[config.mk]
export PLATFORM = sky130hd
export DESIGN_NAME = gpr_wb_arbiter
export DESIGN_NICKNAME = d
export VERILOG_FILES = /design/src/rtl/gpr_wb_arbiter.sv
export SDC_FILE = /design/constraint.sdc
export NUM_CORES = 1
export LEC_CHECK = 0
export ABC_CLOCK_PERIOD_IN_PS = 1640
export BUFFER_PORTS_ARGS = -buffer_cell sky130_fd_sc_hd__buf_2
export CAP_MARGIN = 10
export CORE_MARGIN = 4
export CORE_UTILIZATION = 45
export CTS_CLUSTER_SIZE = 28
export DETAILED_ROUTE_END_ITERATION = 8
export GPL_TIMING_DRIVEN = 0
export PLACE_DENSITY = 0.79
export SLEW_MARGIN = 20
export SYNTH_ARGS = -nofsm -noshare
export SYNTH_HDL_FRONTEND = slang
export SYNTH_SLANG_ARGS = --single-unit
[constraint.sdc]
create_clock -name clk_i -period 1.64 [get_ports clk_i]
set_input_delay 0.164 -clock clk_i [delete_from_list [all_inputs] [get_ports clk_i]]
set_output_delay 0.164 -clock clk_i [all_outputs]
set_load 0.03 [all_outputs]
[src/rtl/gpr_wb_arbiter.sv]
// Round-robin arbiter for the GPR SRAM write port, with a per-register busy scoreboard for RAW stalls.
// Build option: define ZERO_REG_EN to hardwire register 0 to zero (never written, never busy).
module gpr_wb_arbiter #(
   parameter  int BUS_WIDTH = 8,
   parameter  int DEPTH     = 8,
   localparam int AW        = $clog2(DEPTH)
) (
   input  logic                 clk_i,
   input  logic                 rst_i,
   input  logic [1:0]           wb_valid_i,
   output logic [1:0]           wb_ready_o,
   input  logic [AW-1:0]        wb_addr0_i,
   input  logic [AW-1:0]        wb_addr1_i,
   input  logic [BUS_WIDTH-1:0] wb_data0_i,
   input  logic [BUS_WIDTH-1:0] wb_data1_i,
   input  logic                 issue_valid_i,
   input  logic [AW-1:0]        issue_addr_i,
   input  logic [AW-1:0]        rs_a_i,
   input  logic [AW-1:0]        rs_b_i,
   output logic                 stall_o,
   output logic [DEPTH-1:0]     busy_o,
   output logic                 we_o,
   output logic [AW-1:0]        wr_addr_o,
   output logic [BUS_WIDTH-1:0] wr_data_o
);

`ifdef ZERO_REG_EN
   localparam bit ZERO_REG = 1'b1;
`else
   localparam bit ZERO_REG = 1'b0;
`endif

   typedef struct packed {
      logic [AW-1:0]        addr;
      logic [BUS_WIDTH-1:0] data;
   } wb_req_t;

   logic                 last_grant_q, last_grant_d;
   logic [DEPTH-1:0]     busy_q, busy_d;
   logic                 we_q, we_d;
   logic [AW-1:0]        wr_addr_q, wr_addr_d;
   logic [BUS_WIDTH-1:0] wr_data_q, wr_data_d;

   logic    acc;
   logic    wr_en;
   wb_req_t req [2];
   wb_req_t win;

   assign req[0] = '{addr: wb_addr0_i, data: wb_data0_i};
   assign req[1] = '{addr: wb_addr1_i, data: wb_data1_i};

   // On contention the port that did not win last time gets the grant.
   always_comb begin
      wb_ready_o = 2'b00;
      if (!rst_i) begin
         unique case (wb_valid_i)
            2'b01:   wb_ready_o = 2'b01;
            2'b10:   wb_ready_o = 2'b10;
            2'b11:   wb_ready_o = last_grant_q ? 2'b01 : 2'b10;
            default: wb_ready_o = 2'b00;
         endcase
      end
   end

   assign acc          = |wb_ready_o;
   assign win          = wb_ready_o[1] ? req[1] : req[0];
   assign last_grant_d = acc ? wb_ready_o[1] : last_grant_q;

   // A handshake to register 0 in the zero-register build is consumed but never written.
   assign wr_en     = acc & ~(ZERO_REG & (win.addr == '0));
   assign we_d      = wr_en;
   assign wr_addr_d = wr_en ? win.addr : wr_addr_q;
   assign wr_data_d = wr_en ? win.data : wr_data_q;

   // Set beats clear so a newer producer issued this cycle stays outstanding.
   for (genvar i = 0; i < DEPTH; i++) begin : g_busy
      logic set, clr;
      assign set       = issue_valid_i & (issue_addr_i == AW'(i));
      assign clr       = acc & (win.addr == AW'(i));
      assign busy_d[i] = (ZERO_REG && i == 0) ? 1'b0 : (set | (busy_q[i] & ~clr));
   end

   always_ff @(posedge clk_i or posedge rst_i) begin
      if (rst_i) begin
         last_grant_q <= 1'b1;
         busy_q       <= '0;
         we_q         <= 1'b0;
         wr_addr_q    <= '0;
         wr_data_q    <= '0;
      end else begin
         last_grant_q <= last_grant_d;
         busy_q       <= busy_d;
         we_q         <= we_d;
         wr_addr_q    <= wr_addr_d;
         wr_data_q    <= wr_data_d;
      end
   end

   // No same-cycle forwarding of the clear: a consumer is released the cycle after the write.
   assign stall_o   = busy_q[rs_a_i] | busy_q[rs_b_i];
   assign busy_o    = busy_q;
   assign we_o      = we_q;
   assign wr_addr_o = wr_addr_q;
   assign wr_data_o = wr_data_q;

endmodule
# --- Word-level counts from Yosys, hierarchy flattened ---
# Index checks and enable logic that the tools add are counted.
totals:
  inputBits: 36
  ramBits: 0
  ff_bits: 21
  mem_bits_ro: 0
  word_cells: 76
  n_memories: 0
  latch_bits: 0
  output_inout_bits: 23
op_classes:
  mul: 0
  div: 0
  bitwise: 41
  magnitude_cmp: 2
  add_sub_neg: 0
  n_reduce_logical: 3
  muxes: 8
  n_eq_ne: 17
  shifts: 0
ops:
  columns: ["operator", "count"]
  rows:
  - ["1-bit AND", 24]
  - ["3-bit == test (second input constant)", 8]
  - ["3-bit by 2-bit == test with 1-bit output (second input constant)", 4]
  - ["11-bit 2-to-1 mux", 1]
  - ["1-bit OR", 9]
  - ["3-bit by 4-bit less-than comparator with 1-bit output (second input constant)", 2]
  - ["1-bit inverter", 8]
  - ["1-bit binary-select mux with 3-bit select", 2]
  - ["3-bit by 1-bit == test with 1-bit output (second input constant)", 2]
  - ["3-bit logical NOT", 2]
  - ["2-bit case mux with 3 select lines", 1]
  - ["2-bit == test (second input constant)", 2]
  - ["2-bit 2-to-1 mux", 2]
  - ["2-bit by 1-bit == test with 1-bit output (second input constant)", 1]
  - ["1-bit 2-to-1 mux", 2]
  - ["2-bit OR reduction", 1]

# --- Depth between registers and ports, before layout ---
# Gate-level depths: netlist of run 1.
depth:
  depth_word: 9
  mapped_depth: 6

# --- Least setup slack after synthesis of run 1 ---
# Ideal clock, no wire load.
synth_path:
  kind: "flip-flop to output port"
  from: "register busy_q[7] (netlist: busy_o[7])"
  to: "output port stall_o"
  arrival_time_ps: 1309
  path_stages_with_launch: 4
  setup_slack_ps: 167
  cell_sequence: "dfrtp_1 > mux4_2 > mux2i_1 > nand2_1"
synth_via:
  elab_chain_cells: 3
  elab_cells_between_ends: 5
  classes_between: "mux: 4; bitwise: 1"
synth_rtl:
  columns: ["item", "line", "source"]
  rows:
  - ["start: declaration", "39", "logic [DEPTH-1:0] busy_q, busy_d;"]
  - ["start signal: assignment", "92", "busy_q <= busy_d;"]
  - ["1-bit binary-select mux with 3-bit select", "100", "assign stall_o = busy_q[rs_a_i] | busy_q[rs_b_i];"]
  - ["1-bit 2-to-1 mux (not written as such)", "100", null]
  - ["1-bit OR *", "100", null]
  - ["end: declaration", "20", "output logic stall_o,"]
# Mark *: on every way between the ends. The rest lies on a longest branch, timed or not. The select of a mux whose other input is x is not followed.

# --- Final worst setup path of run 1 ---
# Same ends and word-level chain as after synthesis.

==> flow_summary.ini, run 1 <==
[status]
status = finished with violations
violations = negative setup slack

[final_layout]
drive_gt1_share_pct = 42.8
nNetsFinal = 238
area_growth_syn_to_layout_pct = 41.1
design_area_um2 = 1670
mostFrequentLayoutCells = 56 x buf_2, 40 x nor2_1, 20 x dfrtp_1, 11 x buf_4, 9 x o22ai_1
final_common_cell = buf_2
fill_cells = 199
antenna_cells = 0

[placed_design]
port_buffers = 57
dp_hpwl_um = 2460
gp_congestion = 0.852
dpl_cell_area_um2 = 1500

[critical_path]
cpPeakStageDelay_ns = 0.47
r2r_cells = 5
arrival_ns = 1.58
r2r_slack_ns = 0.13
reg2reg_from = last_grant_q$_DFFE_PP1P_
startpoint_type = flip-flop
crit_start = busy_o[7]$_DFF_PP0_
cp_max_fo = 4
end_kind = output pin
cp.required_ns = 1.48
critPathSlowestCell = mux4_2
crit_chain = mux4_2, mux2i_1, nand2_1, buf_6
r2r-end = busy_o[0]$_DFF_PP0_
worst-setup-path-type = reg -> out

[hold_path]
hp-start = wb_data1_i[3]
hold_depth = 3
hp-class = in -> reg
worstHoldEndpoint = wr_data_o[3]$_DFFE_PP0P_

[sta]
rsz0062_at_grt = yes
setup_viol = 1
report.final.slew_viol_count = 0
hold_viol_final = 0
max_freq_mhz = 574
period_needed_ns = 1.74
fin_ws_ns = -0.104
worst_slew_pin_slew_ns = 0.883
fin_skew_ns = 0.0114
fin_crit_sh_pct = 106
slew_headroom_pct = 40.9

[clock_tree]
clk_pin_slew_ns = 0.13
htreeDepth = 1
numCtsBuffers = 3
clk_path_buf_depth = 2
cts_tree = yes
cts_root_buffer = clkbuf_4
clk_latency_ns = 0.32
clock-sinks = 21

[pwr]
peakVddDrop_mv = 0.814
power.leakage_nw = 0.820
p_per_area_nw_per_um2 = 1020
power_mw = 1.70

[global_routing]
grt_pass1_wl_um = 4990
grt_pass1_vias = 1188
grt_start_max_net_pins = 21
grt_antenna_before_repair = 0
grtUsageTotal_pct = 18.5
overflow = 0

[synth]
synth.distinct_cells = 22
synth_area_leader_cell = dfrtp_1
syn-num-nets = 164
synth.top_cells.by_area = dfrtp_1 42%, nor2_1 13%, mux4_2 7.6%
syn_area_per_cell_um2 = 9.22
netlist_area_um2 = 1180
synth_xor_area_share_pct = 0
synth-simple-area-share_pct = 25.2
synthMuxAreaShare_pct = 14.5
synth_compound_area_share_pct = 12.2
ys_ff_latch = 21
syn_inst = 128
synthAdderAreaFrac_pct = 0
synth_top_family_by_area = simple AND/OR/NAND/NOR gates
yosysWarnings = 0
synth_top_area_share_pct = 42.4
seq_area_frac_synth_pct = 44.6

[die]
fp.dieW_um = 59.2
die_area_um2 = 3510
die_h_um = 59.2
rows = 18
core-area_um2 = 2500
initial_core_util_pct = 47.2
num_io_pins = 59

[drt]
drt_iter0_markers = 51
totalWireLength_um = 3380
drt_pre_antenna_iters = 4
via_per_inst = 5.32
drc = 0
avgRoutedWirePerCell_um = 14.6
antenna_left = 0
via_count = 1228

[flow_run]
drv_cap = 0
power breakdown:
| part | leakage, nW | internal [mW] | switching, mW |
|---|---|---|---|
| Clock | 0.0139 | 0.0932 | 0.172 |
| Combinational | 0.572 | 0.295 | 0.439 |
| Sequential | 0.234 | 0.619 | 0.0808 |
routing by layer:
metal,wire length (µm),global-route usage [%],up-vias
met5,0,0,-
met4,63,9.06,0
met3,166,1.96,4
met2,1840,33.9,44
met1,1310,21.1,584
li1,-,-,596
worst max path at each step:
stage | endpoint | slack (ns) | cells after the start
after floorplan | stall_o | 0.17 | 3
after global placement | busy_o[0]$_DFF_PP0_ | 0.08 | 5
after detailed placement | wb_ready_o[0] | 0.07 | 5
after CTS | stall_o | -0.10 | 4
after global routing | stall_o | -0.19 | 4
final | stall_o | -0.10 | 4
through the flow:
stage	hold slack, ns	util (%)	cells	setup slack (ns)	TNS, ns
after floorplan	0.145	-	128	0.167	0
after global placement	0.207	60.1	215	0.0841	0
after detailed placement	0.212	60.1	215	0.0683	0
after CTS	0.0621	62.9	221	-0.104	-0.104
after global routing	0.0611	66.6	231	-0.188	-0.188
final	0.0614	66.6	231	-0.104	-0.104
layout make-up:
cell class                      instances  area (µm²)  share of cell area (%)
Tap cell                               30        37.5                    2.25
Clock inverter                          1        7.51                   0.451
Timing Repair Buffer                   70         409                    24.6
Multi-Input combinational cell        101         633                    38.0
Inverter                                3        12.5                   0.751
Clock buffer                            3        22.5                    1.35
Buffer                                  2        16.3                   0.977
Sequential cell                        21         527                    31.6
flip-flops by register name (all words and copies together) (netlist names):
| register | count |
|---|---|
| wr_addr_o | 3 |
| busy_o | 8 |
| wr_data_o | 8 |
| last_grant_q | 1 |
| we_o | 1 |
what timing repair did:
action	4_1_cts	5_1_grt
setup endpoints to repair	3	3
setup buffers	1	10
gates resized for setup	6	1
hold buffers	2	0
hold endpoints to repair	20	0
worst max-delay path: cells and delay by family (launching register included):
family                 cells  cell delay (ns)
buffers and inverters      1             0.14
muxes                      2             0.62
DFF                        1             0.43
and+or+nand+nor            1             0.08
cell families after synthesis:
family | after synthesis
buf+inv | 6
simple gates | 66
compound gates | 23
mux | 12
flops | 21
Yosys cell counts:
cell type / count
a21oi_1: 8
a31oi_1: 5
a32oi_2: 1
and2_1: 1
buf_2: 1
buf_6: 2
clkinv_2: 1
dfrtp_1: 20
dfstp_2: 1
inv_1: 2
mux2_1: 1
mux2i_1: 7
mux4_2: 4
nand2_1: 7
nand2_2: 1
nand2b_1: 8
nand3_1: 1
nand3_4: 1
nor2_1: 40
nor2_2: 1
nor3_1: 6
o22ai_1: 9
(Power assumes the default switching activity.)
==> run 2, diff against run 1 <==
--- a/config.mk
+++ b/config.mk
@@ -5,15 +5,17 @@
 export SDC_FILE = /design/constraint.sdc
 export NUM_CORES = 1
 export LEC_CHECK = 0
+export ABC_AREA = 1
 export ABC_CLOCK_PERIOD_IN_PS = 1640
 export BUFFER_PORTS_ARGS = -buffer_cell sky130_fd_sc_hd__buf_2
 export CAP_MARGIN = 10
 export CORE_MARGIN = 4
-export CORE_UTILIZATION = 45
+export CORE_UTILIZATION = 46
 export CTS_CLUSTER_SIZE = 28
 export DETAILED_ROUTE_END_ITERATION = 8
 export GPL_TIMING_DRIVEN = 0
 export PLACE_DENSITY = 0.79
+export SETUP_SLACK_MARGIN = 0.4
 export SLEW_MARGIN = 20
 export SYNTH_ARGS = -nofsm -noshare
 export SYNTH_HDL_FRONTEND = slang
==> run 2 against run 1 <==
The run now ends clean. Sequential cell count is the same. Synthesized area grew 7.0%. Final area grew 17%. Hold slack gained 0.070 ns. Non-clock buffer count is the same. Clock power shrank 7.9%. Clock skew shrank 0.0071 ns. Synthesized cell count grew 33%. Core utilization grew 9.7 points. Sequential power grew 1%. Maximum frequency grew 13%. Critical path depth grew 1.
==> flow_summary.ini, run 2 <==
[final_layout]
final_cells = 273
mostFrequentLayoutCells = 54 x buf_2, 42 x nand2_1, 17 x inv_1, 16 x dfrtp_1, 15 x nor2_1
multi_input_area_um2 = 772
nNetsFinal = 280
drive_gt1_share_pct = 52.7
fill_cells = 190
regArea_um2 = 532
antenna_cells = 0
postLayoutCoreUtil_pct = 76.3
area_growth_syn_to_layout_pct = 53.8
final_common_cell = buf_2

[global_routing]
grt_pass1_wl_um = 5350
grt_antenna_before_repair = 0
grt_pass1_vias = 1309
grtUsageTotal_pct = 19.3
overflow = 0
grt_start_max_net_pins = 24

[placed_design]
dp_hpwl_um = 2510
gp_congestion = 0.832
pre_cts_slack_ns = 0.0583
dp.cells = 257
port_buffers = 57

[critical_path]
startpoint_type = flip-flop
cp_max_fo = 9
cp.required_ns = 1.48
end_kind = output pin
worst-setup-path-type = reg -> out
r2r_cells = 8
arrival_ns = 1.38

[synth]
syn-num-nets = 206
yosysWarnings = 0
synth_area_leader_cell = dfrtp_1
async_flop_share_pct = 100
ys_ff_latch = 21
yosys_most_used_dff = dfrtp_1
netlist_area_um2 = 1260
synth_top_area_share_pct = 39.6
syn_inst = 170
seq_area_frac_synth_pct = 41.7
syn_area_per_cell_um2 = 7.43
synth_edf_count = 0
synth.distinct_cells = 22
synthTopCellsByCount = 59 x nand2_1, 20 x dfrtp_1, 20 x nor2_1, 18 x inv_1
synth.top_cells.by_area = dfrtp_1 40%, nand2_1 18%, o22ai_2 6.9%
yosysMostFrequentCell = nand2_1

[pwr]
peakVddDrop_mv = 0.790
power_mw = 1.74
power.leakage_nw = 0.993
p_per_area_nw_per_um2 = 894

[clock_tree]
clock-sinks = 21
cts_tree = yes
htreeDepth = 1
clk_pin_slew_ns = 0.12
clk_latency_ns = 0.30
cts_root_buffer = clkbuf_4
clk_path_buf_depth = 2
numCtsBuffers = 3

[drt]
drt_pre_antenna_iters = 4
dr_wl_met2_um = 1990
top_layer_used = met4
drt_iter0_markers = 66
via_count = 1422
totalWireLength_um = 3830
avgRoutedWirePerCell_um = 14.0
wl_met3_um = 248
via_per_inst = 5.21
antenna_left = 0
met1_length_um = 1520
drc = 0

[sta]
fin_crit_sh_pct = 93.9
worst_slew_pin_slew_ns = 0.868
rsz0062_at_grt = yes
hold_viol_final = 0
report.final.slew_viol_count = 0
tns_ns = 0
fin_ws_ns = 0.101
setup_viol = 0
slew_headroom_pct = 41.9
max_freq_mhz = 650
period_needed_ns = 1.54
fin_skew_ns = 0.00427

[die]
rows = 18
initial_core_util_pct = 49.6
die_area_um2 = 3650
core-area_um2 = 2540
fp.dieW_um = 60.4
die_h_um = 60.4
num_io_pins = 59

[status]
status = completed

[hold_path]
hold_depth = 3
hp-class = in -> reg

[flow_run]
drv_cap = 0
## run 2: changes by cell type after synthesis, sizes merged, moves of 4 or more
cell,previous run,this run
nand3,2,7
inv,2,23
mux4,4,0
mux2i,7,0
a31oi,5,0
nand2b,8,0
nor3,6,0
nand2,8,60
o21ai,0,7
o211ai,0,8
nor2,41,24
## run 2: critical path, stage by stage (launching register included)
cell and delay, ns:
dfstp_2 0.59, nand2_4 0.07, nand3_4 0.11, buf_8 0.13
inv_8 0.04, buf_6 0.13
## run 2: kinds of logic after synthesis
logic type | Yosys count | synth area share (%)
compound gates | 31 | 18.4
buf+inv | 26 | 9.12
flops | 21 | 41.7
simple gates | 92 | 30.7
## run 2: layout make-up
class | instances | share of cell area (%)
Inverter | 23 | 4.96
Multi-Input combinational cell | 123 | 39.8
Timing Repair Buffer | 69 | 23.0
Clock inverter | 1 | 0.258
Clock buffer | 3 | 1.16
Tap cell | 30 | 1.93
Sequential cell | 21 | 27.4
Buffer | 3 | 1.55
## run 2: timing repair
action,in CTS,in global routing
setup buffers,7,2
resized for setup,24,37
endpoints found under the hold margin,20,20
gates cloned,0,1
pin swaps,8,13
setup endpoints to repair,19,22
## run 2: per-stage QoR
stage / instance area [µm²] / hold WS (ns)
after detailed placement: 1600 / 0.272
after global routing: 1940 / 0.137
after floorplan: 1270 / 0.0464
after CTS: 1750 / -0.0600
final: 1940 / 0.131
after global placement: 1600 / 0.274
## run 2: path summary, 6_finish.rpt
kind / endpoint / slack (ns) / from
min in group asynchronous: last_grant_q$_DFFE_PP1P_ / 0.51 / rst_i
max in group asynchronous: busy_o[7]$_DFF_PP0_ / 0.38 / rst_i
max reg2reg: busy_o[3]$_DFF_PP0_ / 0.24 / last_grant_q$_DFFE_PP1P_
min reg2reg: busy_o[1]$_DFF_PP0_ / 0.50 / busy_o[1]$_DFF_PP0_
max: wb_ready_o[1] / 0.10 / last_grant_q$_DFFE_PP1P_
min: wr_data_o[0]$_DFFE_PP0P_ / 0.13 / wb_data0_i[0]
## run 2: per-layer routing
| metal | track usage, % | vias to the layer above |
|---|---|---|
| met5 | 0 | - |
| met4 | 4.75 | 0 |
| met3 | 3.62 | 10 |
| met2 | 36.3 | 54 |
| met1 | 22.3 | 667 |
| li1 | - | 691 |
## run 2: power breakdown
part           total (mW)  leakage [nW]  internal [mW]  switching, mW
combinational       0.782         0.741          0.284          0.498
clock               0.244        0.0177         0.0908          0.154
sequential          0.710         0.234          0.619         0.0902
==> run 3, diff against run 2 <==
--- a/config.mk
+++ b/config.mk
@@ -15,6 +15,7 @@
 export DETAILED_ROUTE_END_ITERATION = 8
 export GPL_TIMING_DRIVEN = 0
 export PLACE_DENSITY = 0.79
+export RECOVER_POWER = 50
 export SETUP_SLACK_MARGIN = 0.4
 export SLEW_MARGIN = 20
 export SYNTH_ARGS = -nofsm -noshare
==> run 3 against run 2 <==
Final area down 2.1%. Clock power about the same. Worst setup slack worse by 0.011 ns.
==> flow_summary.ini, run 3 (synthesis results as in run 2) <==
[status]
status = completed

[die]
die_area_um2 = 3650
fp.dieW_um = 60.4
die_h_um = 60.4
initial_core_util_pct = 49.6
num_io_pins = 59
core-area_um2 = 2540
rows = 18

[drt]
totalWireLength_um = 3820
avgRoutedWirePerCell_um = 14.0
drt_iter0_markers = 64
antenna_left = 0
via_count = 1417
drt_pre_antenna_iters = 4
via_per_inst = 5.19
drc = 0

[sta]
tns_ns = 0
hold_viol_final = 0
worst_slew_pin_slew_ns = 0.861
fin_skew_ns = 0.00298
fin_crit_sh_pct = 94.5
whs_ns = 0.131
fin_ws_ns = 0.0898
report.final.slew_viol_count = 0
period_needed_ns = 1.55
slew_headroom_pct = 42.4
setup_viol = 0
max_freq_mhz = 645
rsz0062_at_grt = yes

[final_layout]
drive_gt1_share_pct = 44.0
fill_cells = 200
antenna_cells = 0
nNetsFinal = 280
final_common_cell = nand2_1
mostFrequentLayoutCells = 42 x nand2_1, 34 x buf_2, 21 x clkbuf_1, 17 x inv_1, 16 x dfrtp_1
area_growth_syn_to_layout_pct = 50.6
design_area_um2 = 1900

[hold_path]
hp-class = in -> reg

[clock_tree]
cts_tree = yes
numCtsBuffers = 3
htreeDepth = 1
clock-sinks = 21
clk_pin_slew_ns = 0.12
clk_path_buf_depth = 2
clk_latency_ns = 0.30
cts_root_buffer = clkbuf_4

[global_routing]
grt_antenna_before_repair = 0
grtUsageTotal_pct = 19.3
grt_pass1_vias = 1309
overflow = 0
grt_start_max_net_pins = 24
grt_pass1_wl_um = 5350

[critical_path]
end_kind = flip-flop
arrival_ns = 1.79
cp.required_ns = 1.88
startpoint_type = flip-flop
cp_max_fo = 6
worst-setup-path-type = reg -> reg

[placed_design]
gp_congestion = 0.832
port_buffers = 57
dp_hpwl_um = 2510
pre_cts_slack_ns = 0.0583
dpl_cell_area_um2 = 1600

[pwr]
p_per_area_nw_per_um2 = 896
power.leakage_nw = 0.932
peakVddDrop_mv = 0.770

[flow_run]
drv_cap = 0
[run 3: timing repair]
action | in CTS | in global routing
resized for setup | 24 | 37
hold endpoints to repair | 20 | 20
pin swaps | 8 | 13
gates cloned | 0 | 1
setup buffers | 7 | 2
setup endpoints to repair | 19 | 22
[run 3: where the power goes]
part           internal, mW  switching (mW)
combinational         0.254           0.496
clock                0.0908           0.152
sequential            0.619          0.0915
total                 0.964           0.740
[run 3: critical path, cell delays in order (launching register included)]
cell	delay, ns
dfstp_2	0.59
nand2_4	0.07
nand3_4	0.10
clkbuf_2	0.26
nand2_2	0.09
nand2_2	0.09
nor2_4	0.05
nand2_1	0.11
nand2_1	0.06
nand2_1	0.06
[run 3: layout make-up]
| class | count | area [µm²] | area share [%] |
|---|---|---|---|
| clock inverter | 1 | 5.00 | 0.263 |
| buffer | 3 | 30.0 | 1.58 |
| timing repair buffer | 69 | 412 | 21.6 |
| tap | 30 | 37.5 | 1.97 |
| multi-input combinational | 123 | 768 | 40.4 |
| sequential | 21 | 532 | 28.0 |
| inverter | 23 | 95.1 | 5.00 |
| clock buffer | 3 | 22.5 | 1.18 |
[run 3: worst paths after layout]
check                                          from                       end  slack (ns)  cells after the start
setup / recovery           last_grant_q$_DFFE_PP1P_       busy_o[2]$_DFF_PP0_        0.09                      9
hold / removal                        wb_data0_i[0]  wr_data_o[0]$_DFFE_PP0P_        0.13                      3
setup reg to reg           last_grant_q$_DFFE_PP1P_       busy_o[2]$_DFF_PP0_        0.09                      9
hold reg to reg                 busy_o[1]$_DFF_PP0_       busy_o[1]$_DFF_PP0_        0.50                      2
max in group asynchronous                     rst_i       busy_o[7]$_DFF_PP0_        0.30                      3
min in group asynchronous                     rst_i  last_grant_q$_DFFE_PP1P_        0.59                      3
[run 3: stage by stage]
stage	cells	power, mW	utilization (%)
finish	273	1.70	74.7
global route	273	1.79	74.7
CTS	268	1.66	68.7
detailed placement	257	1.36	62.7
global placement	257	1.35	62.7
floorplan	170	1.14	-
[run 3: layer usage]
layer	vias to the layer above	part of all wire [%]	GRT usage, %
li1	691	-	-
met5	-	0	0
met2	50	52	36.3
met1	668	40	22.3
met3	8	6.0	3.62
met4	0	1.6	4.75
